$ cat config.mk
export PLATFORM = sky130hd
export DESIGN_NAME = bcd2bin32_flat
export DESIGN_NICKNAME = d
export VERILOG_FILES = /design/src/rtl/bcd2bin32_pkg.sv /design/src/rtl/bcd2bin32_if.sv /design/src/rtl/bcd2bin32_mac10.sv /design/src/rtl/bcd2bin32.sv /design/src/flat_wrapper.sv
export SDC_FILE = /design/constraint.sdc
export NUM_CORES = 1
export LEC_CHECK = 0
export CAP_MARGIN = 15
export CORE_MARGIN = 4
export CORE_UTILIZATION = 51
export DETAILED_ROUTE_END_ITERATION = 8
export PLACE_DENSITY_LB_ADDON = 0.15
export SKIP_LAST_GASP = 1
export SYNTH_ARGS = -nofsm -noshare
export SYNTH_HDL_FRONTEND = slang
export SYNTH_SLANG_ARGS = --single-unit
$ cat constraint.sdc
create_clock -name clk -period 3.8 [get_ports clk]
set_input_delay 0.57 -clock clk [delete_from_list [all_inputs] [get_ports clk]]
set_output_delay 0.57 -clock clk [all_outputs]
set_load 0.005 [all_outputs]
$ cat src/rtl/bcd2bin32_pkg.sv
// ----------------------------------------------------------------------------
// bcd2bin_pkg
// Shared types and constants for the iterative BCD-to-binary converter.
//   state_t   : controller states (IDLE waits for start, CONV accumulates)
//   NDIG_DEF  : default number of BCD digits
//   OUT_W_DEF : default binary result width
//   BCD_MAX   : largest legal BCD digit value
// ----------------------------------------------------------------------------
package bcd2bin_pkg;

    typedef enum logic {
        IDLE = 1'b0,
        CONV = 1'b1
    } state_t;

    localparam int       NDIG_DEF  = 8;
    localparam int       OUT_W_DEF = 32;
    localparam bit [3:0] BCD_MAX   = 4'd9;

endpackage

$ cat src/rtl/bcd2bin32_if.sv
// ----------------------------------------------------------------------------
// bcd2bin32_if
// Start/done handshake bundle between a requester and the bcd2bin32 converter.
//   start      : request a conversion (requester -> converter)
//   dig0..dig7 : packed BCD operand, dig0 = 10^0 (requester -> converter)
//   busy       : conversion in progress (converter -> requester)
//   done       : one-cycle pulse, value/err just updated (converter -> requester)
//   value      : binary result, held until the next done
//   err        : last conversion saw a non-BCD digit, held until the next done
// Modports: master = requester side, slave = converter side.
// ----------------------------------------------------------------------------
interface bcd2bin32_if
    import bcd2bin_pkg::*;
#(
    parameter int OUT_W = OUT_W_DEF
) ();

    logic             start;
    logic [3:0]       dig0;
    logic [3:0]       dig1;
    logic [3:0]       dig2;
    logic [3:0]       dig3;
    logic [3:0]       dig4;
    logic [3:0]       dig5;
    logic [3:0]       dig6;
    logic [3:0]       dig7;
    logic             busy;
    logic             done;
    logic [OUT_W-1:0] value;
    logic             err;

    modport master (
        output start, dig0, dig1, dig2, dig3, dig4, dig5, dig6, dig7,
        input  busy, done, value, err
    );

    modport slave (
        input  start, dig0, dig1, dig2, dig3, dig4, dig5, dig6, dig7,
        output busy, done, value, err
    );

endinterface

$ cat src/rtl/bcd2bin32_mac10.sv
// ----------------------------------------------------------------------------
// bcd_mac10
// Combinational Horner step: acc_out = acc_in * 10 + d, OUT_W bits wide.
//   acc_in  : running accumulator
//   d       : next BCD digit (more significant digits arrive first)
//   acc_out : updated accumulator, wraps modulo 2^OUT_W
// ----------------------------------------------------------------------------
module bcd_mac10
    import bcd2bin_pkg::*;
#(
    parameter int OUT_W = OUT_W_DEF
) (
    input  logic [OUT_W-1:0] acc_in,
    input  logic [3:0]       d,
    output logic [OUT_W-1:0] acc_out
);

    // x*10 as x*8 + x*2 keeps this a pair of adders instead of a multiplier.
    assign acc_out = (acc_in << 3) + (acc_in << 1) + OUT_W'(d);

endmodule

$ cat src/rtl/bcd2bin32.sv
// ----------------------------------------------------------------------------
// bcd2bin32
// Iterative BCD-to-binary converter. On an accepted start the NDIG digits are
// latched and folded in one per clock, most significant first, so done pulses
// exactly NDIG clocks after start is sampled. A non-BCD digit forces value=0
// and err=1 for that conversion.
//   clk   : rising-edge clock
//   rst_n : asynchronous active-low reset
//   bus   : bcd2bin32_if slave (start, dig0..dig7, busy, done, value, err)
// NDIG may be at most 8 (the interface carries eight digits).
// ----------------------------------------------------------------------------
module bcd2bin32
    import bcd2bin_pkg::*;
#(
    parameter int NDIG  = NDIG_DEF,
    parameter int OUT_W = OUT_W_DEF
) (
    input  logic         clk,
    input  logic         rst_n,
    bcd2bin32_if.slave   bus
);

    localparam int IDXW = (NDIG > 1) ? $clog2(NDIG) : 1;

    logic [3:0]       dig_in  [8];
    logic [3:0]       dig_lat [NDIG];
    logic [IDXW-1:0]  idx;
    logic [OUT_W-1:0] acc;
    logic [OUT_W-1:0] acc_next;
    logic             bad;
    logic             bad_in;
    state_t           state;
    logic             busy_r;
    logic             done_r;
    logic             err_r;
    logic [OUT_W-1:0] value_r;

    assign dig_in[0] = bus.dig0;
    assign dig_in[1] = bus.dig1;
    assign dig_in[2] = bus.dig2;
    assign dig_in[3] = bus.dig3;
    assign dig_in[4] = bus.dig4;
    assign dig_in[5] = bus.dig5;
    assign dig_in[6] = bus.dig6;
    assign dig_in[7] = bus.dig7;

    assign bus.busy  = busy_r;
    assign bus.done  = done_r;
    assign bus.err   = err_r;
    assign bus.value = value_r;

    // The error flag is decided once, from the digits present at the accepting
    // edge, so later input changes cannot affect it.
    always_comb begin
        bad_in = 1'b0;
        for (int i = 0; i < NDIG; i++) begin
            if (dig_in[i] > BCD_MAX) begin
                bad_in = 1'b1;
            end
        end
    end

    bcd_mac10 #(
        .OUT_W (OUT_W)
    ) u_mac (
        .acc_in  (acc),
        .d       (dig_lat[idx]),
        .acc_out (acc_next)
    );

    always_ff @(posedge clk or negedge rst_n) begin
        if (!rst_n) begin
            state   <= IDLE;
            busy_r  <= 1'b0;
            done_r  <= 1'b0;
            err_r   <= 1'b0;
            value_r <= '0;
            acc     <= '0;
            idx     <= '0;
            bad     <= 1'b0;
            for (int i = 0; i < NDIG; i++) begin
                dig_lat[i] <= 4'd0;
            end
        end else begin
            done_r <= 1'b0;
            case (state)
                IDLE: begin
                    if (bus.start) begin
                        for (int i = 0; i < NDIG; i++) begin
                            dig_lat[i] <= dig_in[i];
                        end
                        acc    <= '0;
                        idx    <= IDXW'(NDIG - 1);
                        bad    <= bad_in;
                        busy_r <= 1'b1;
                        state  <= CONV;
                    end
                end
                CONV: begin
                    acc <= acc_next;
                    // idx==0 means dig0 is being folded in on this edge; start
                    // is not looked at here, so it cannot be queued.
                    if (idx == '0) begin
                        state   <= IDLE;
                        busy_r  <= 1'b0;
                        done_r  <= 1'b1;
                        value_r <= bad ? '0 : acc_next;
                        err_r   <= bad;
                    end else begin
                        idx <= idx - 1'b1;
                    end
                end
                default: state <= IDLE;
            endcase
        end
    end

endmodule

$ cat src/flat_wrapper.sv
// flat-port wrapper written by rule: the top's interface ports become plain ports
module bcd2bin32_flat import bcd2bin_pkg::*;
#(
    parameter int NDIG  = NDIG_DEF,
    parameter int OUT_W = OUT_W_DEF
)
  (clk, rst_n, bus_start, bus_dig0, bus_dig1, bus_dig2, bus_dig3, bus_dig4, bus_dig5, bus_dig6, bus_dig7, bus_busy, bus_done, bus_value, bus_err);
  bcd2bin32_if #(.OUT_W(OUT_W)) bus_i ();
  input  logic clk;
  input  logic rst_n;
  input wire logic [$bits(bus_i.start)-1:0] bus_start;
  input wire logic [$bits(bus_i.dig0)-1:0] bus_dig0;
  input wire logic [$bits(bus_i.dig1)-1:0] bus_dig1;
  input wire logic [$bits(bus_i.dig2)-1:0] bus_dig2;
  input wire logic [$bits(bus_i.dig3)-1:0] bus_dig3;
  input wire logic [$bits(bus_i.dig4)-1:0] bus_dig4;
  input wire logic [$bits(bus_i.dig5)-1:0] bus_dig5;
  input wire logic [$bits(bus_i.dig6)-1:0] bus_dig6;
  input wire logic [$bits(bus_i.dig7)-1:0] bus_dig7;
  output wire logic [$bits(bus_i.busy)-1:0] bus_busy;
  output wire logic [$bits(bus_i.done)-1:0] bus_done;
  output wire logic [$bits(bus_i.value)-1:0] bus_value;
  output wire logic [$bits(bus_i.err)-1:0] bus_err;
  assign bus_i.start = bus_start;
  assign bus_i.dig0 = bus_dig0;
  assign bus_i.dig1 = bus_dig1;
  assign bus_i.dig2 = bus_dig2;
  assign bus_i.dig3 = bus_dig3;
  assign bus_i.dig4 = bus_dig4;
  assign bus_i.dig5 = bus_dig5;
  assign bus_i.dig6 = bus_dig6;
  assign bus_i.dig7 = bus_dig7;
  assign bus_busy = bus_i.busy;
  assign bus_done = bus_i.done;
  assign bus_value = bus_i.value;
  assign bus_err = bus_i.err;
  bcd2bin32 #(.NDIG(NDIG), .OUT_W(OUT_W)) u_core (.clk(clk), .rst_n(rst_n), .bus(bus_i));
endmodule
==> impl_metrics.csv <==
group,metric,value,unit
status,status,"finished clean",
timing,final_hold_viol_count,0,
synthesis,synthMuxAreaShare,0.0910,
clocking,clockRootBuffer,"sky130_fd_sc_hd__clkbuf_16",
route,drc,0,
placement,port_buffers,69,
global_route,grt_overflow,0,
timing,setup_ws,131,ps
clocking,cts_tree,"yes",
die,initial_core_util,0.526,
finish,antenna_cells_inserted,0,
setup_path,crit_cells,13,
die,die-area,0.0137,mm^2
global_route,grt_pass1_vias,4617,
setup_path,critical_path.endpoint_type,"flip-flop",
synthesis,synth_seq_cells,103,
synthesis,ys_dominant_reg_cell,"sky130_fd_sc_hd__dfrtp_1",
finish,layout.nets,712,
run,drv_cap,0,
setup_path,setup.reg_to_reg.worst_slack,130,ps
finish,syn2layout_area_growth,20.8,%
placement,place_congestion,0.909,
route,vias_per_cell,5.99,
placement,post_dp_cell_area,0.00692,mm^2
synthesis,synthCells,546,
clocking,clock_sinks,103,
die,die_height,117,um
setup_path,worst_setup_path_start,"u_core.idx[0]",
synthesis,synthTopCellsByArea,"sky130_fd_sc_hd__dfrtp_1 43%, sky130_fd_sc_hd__ha_1 12%, sky130_fd_sc_hd__a22o_1 8.0%, sky130_fd_sc_hd__mux2_2 6.0%, sky130_fd_sc_hd__mux4_2 3.0%",
timing,timing_max_transition_violations_final,0,
die,placeable_core_region,0.0115,mm^2
route,antenna_violating_nets_post_route,0,
setup_path,worstPathMaxFanout,5,
timing,setup_viol,0,
setup_path,worst_r2r_path_depth,13,
clocking,tritoncts.num_buffers,9,
synthesis,yosysSeqAreaShare,0.426,
timing,fmax,273,MHz
global_route,grt_antenna_before_repair,0,
synthesis,synth_compound_gate_area_share,0.205,
setup_path,buf_inv_stages_crit_path,1,
timing,slew-limit-headroom,0.373,
synthesis,postSynthNetCount,643,
synthesis,netlist_cell_types,57,
clocking,clk_pin_slew,80,ps
setup_path,critPathMaxStageDelay,550,ps
timing,finalCriticalPeriod,3670,ps
clocking,ctsHtreeMaxLevel,3,
clocking,clock_insertion_delay_worst_skew,360,ps
global_route,globalRouteTotalUtil,0.213,
timing,clock-skew-final,13.4,ps
route,detailedRoute.firstIterationViolations,343,
global_route,grt_max_degree,55,
placement,dpl_worst_slack,-126,ps
route,drt_total_wl,13900,um
min_path,hold_path_class,"input port to asynchronous set/reset pin",
setup_path,worst_path_max_delay_cell,"sky130_fd_sc_hd__mux4_2",
route,dr_total_vias,4567,
route,drt_pre_antenna_iters,4,
setup_path,critical_path_class,"flip-flop to flip-flop",
synthesis,syn_area,0.00605,mm^2
timing,worstMarginPinSlew,937,ps
setup_path,worst_path_dominant_cell_family,"compound AO/OA/AOI/OAI gates",
setup_path,cells_along_the_critical_path,"mux4_2 > mux2i_4 > fa_1 > inv_2 > ha_4 > a211o_1 > a211oi_4 > nor3_4 > o21ai_2 > a2111oi_4 > o41ai_2 > xnor2_1 > o31ai_2",
setup_path,cp.arrival,3950,ps
finish,drive_above_1_share,0.169,
finish,fin_area,0.00731,mm^2
clocking,number_of_buffers_on_the_longest_clock_path,2,
setup_path,worstReg2RegEnd,"u_core.bus.value[31]",
clocking,cts_hold_repair.buffers,0,
placement,dp.final_hpwl,10300,um
synthesis,synthXorXnorAreaFrac,0.0405,
timing,post-route-period-util,0.965,
synthesis,synth_enable_flop_cells,0,
synthesis,synth_top_family_by_area,"compound AO/OA/AOI/OAI gates",
setup_path,cp-endpoint,"u_core.bus.value[31]",
synthesis,yosysTopAreaCell,"sky130_fd_sc_hd__dfrtp_1",
die,rows,39,
synthesis,post_synth.cell_area_avg,11.1,um^2
synthesis,share_of_synthesized_flip_flops_with_an_asynchronous_set_or_reset,1.00,
synthesis,post_synth_fa_ha_maj_area_fraction,0.131,
setup_path,crit_required,4080,ps
setup_path,critPathLaunchType,"flip-flop",
route,avg_wl_per_cell,18.2,um
synthesis,netlist.area_leader.share,0.426,
die,io_pins,70,
synthesis,ys_warn_count,0,
synthesis,post_synth_simple_gate_area,0.0777,
global_route,grt_pass1_wl,22800,um
die,die_x,117,um
setup_path,rr_startpoint,"u_core.idx[0]",
metal layers:
layer / part of all wire / vias up / GRT usage
li1: - / 2184 / -
met1: 0.46 / 2276 / 0.274
met2: 0.49 / 91 / 0.356
met3: 0.034 / 16 / 0.0427
met4: 0.017 / 0 / 0.0826
met5: 0 / - / 0
sequential cells by signal, indices dropped and copies added, names as in the netlist:
register,cells
u_core.bus.value,32
u_core.dig_lat,32
u_core.acc,31
u_core.idx,3
u_core.bad,1
u_core.bus.busy,1
u_core.bus.done,1
u_core.bus.err,1
u_core.state,1
timing repair:
| item | in CTS | in global routing |
|---|---|---|
| pin swaps | 0 | 10 |
| setup endpoints to repair | 17 | 25 |
| gates resized for setup | 3 | 12 |
| setup buffers | 1 | 3 |
kinds of logic (layout without fill, tap and decap cells):
kind of cell    after synthesis  in the layout
compound gates              166            166
xor+xnor                     28             28
fa+ha+maj                    62             62
buf+inv                      44            118
flops                       103            103
mux                          41             41
simple gates                102            102
final cells by class:
type	instances	area, um^2
fill	931	4200
sequential	103	2580
timing repair buffer	87	836
multi-input combinational	399	3380
clock inverter	5	38.8
inverter	15	56.3
clock buffer	11	243
tap	143	179
placed cells by master (no fill, tap or decap), types with 2 or more instances in the layout:
cell / n
sky130_fd_sc_hd__dfrtp_1: 102
sky130_fd_sc_hd__clkdlybuf4s50_1: 68
sky130_fd_sc_hd__ha_1: 59
sky130_fd_sc_hd__a22o_1: 55
sky130_fd_sc_hd__nand2_1: 38
sky130_fd_sc_hd__mux2_2: 32
sky130_fd_sc_hd__nor2_1: 27
sky130_fd_sc_hd__a21oi_1: 25
sky130_fd_sc_hd__o21ai_0: 22
sky130_fd_sc_hd__xnor2_1: 20
sky130_fd_sc_hd__buf_4: 18
sky130_fd_sc_hd__inv_1: 14
sky130_fd_sc_hd__nand3_1: 9
sky130_fd_sc_hd__a21o_1: 9
sky130_fd_sc_hd__clkbuf_16: 9
sky130_fd_sc_hd__mux4_2: 8
sky130_fd_sc_hd__o21ai_1: 8
sky130_fd_sc_hd__xor2_1: 8
sky130_fd_sc_hd__nand4_1: 7
sky130_fd_sc_hd__nor3_1: 6
sky130_fd_sc_hd__a21oi_2: 4
sky130_fd_sc_hd__o31ai_2: 4
sky130_fd_sc_hd__a211o_1: 3
sky130_fd_sc_hd__o21bai_1: 3
sky130_fd_sc_hd__o21a_1: 3
sky130_fd_sc_hd__nand2b_1: 3
sky130_fd_sc_hd__inv_6: 3
sky130_fd_sc_hd__a211oi_2: 2
sky130_fd_sc_hd__o31ai_1: 2
sky130_fd_sc_hd__a2111oi_0: 2
sky130_fd_sc_hd__o211ai_1: 2
sky130_fd_sc_hd__o31a_1: 2
sky130_fd_sc_hd__or3_1: 2
sky130_fd_sc_hd__or2_2: 2
sky130_fd_sc_hd__nor2b_1: 2
sky130_fd_sc_hd__o21ai_2: 2
sky130_fd_sc_hd__o22ai_2: 2
sky130_fd_sc_hd__a31oi_1: 2
how the worst min path moves through the flow:
stage / start / to / slack, ps / cells after the start
final: rst_n / u_core.acc[10] / 250 / 1
after global routing: rst_n / u_core.acc[15] / 310 / 1
after CTS: rst_n / u_core.acc[10] / 280 / 1
after detailed placement: u_core.bus.value[2] / u_core.bus.value[2] / 470 / 2
after global placement: u_core.bus.busy / u_core.bus.busy / 460 / 1
after floorplan: rst_n / u_core.acc[0] / 270 / 0
cells in the mapped netlist (all sizes together), types with 8 or more instances:
library cell,count
nand2,38
nor2,27
mux4,8
ha,60
mux2,32
a21o,10
o21ai,32
clkbuf,19
a22o,55
inv,15
xnor2,20
xor2,8
nand3,9
dfrtp,103
buf,10
nor3,8
a21oi,29
stage by stage:
step	TNS [ps]	cells	hold slack, ps	util
CTS	0	760	283	0.628
floorplan	0	546	274	-
global placement	0	743	462	0.601
global route	-9.17	763	311	0.635
detailed placement	-945	743	474	0.601
finish	0	763	255	0.635
Power is not shown: default switching activity piles up to over one toggle a cycle in this logic, so the estimate is an artifact.
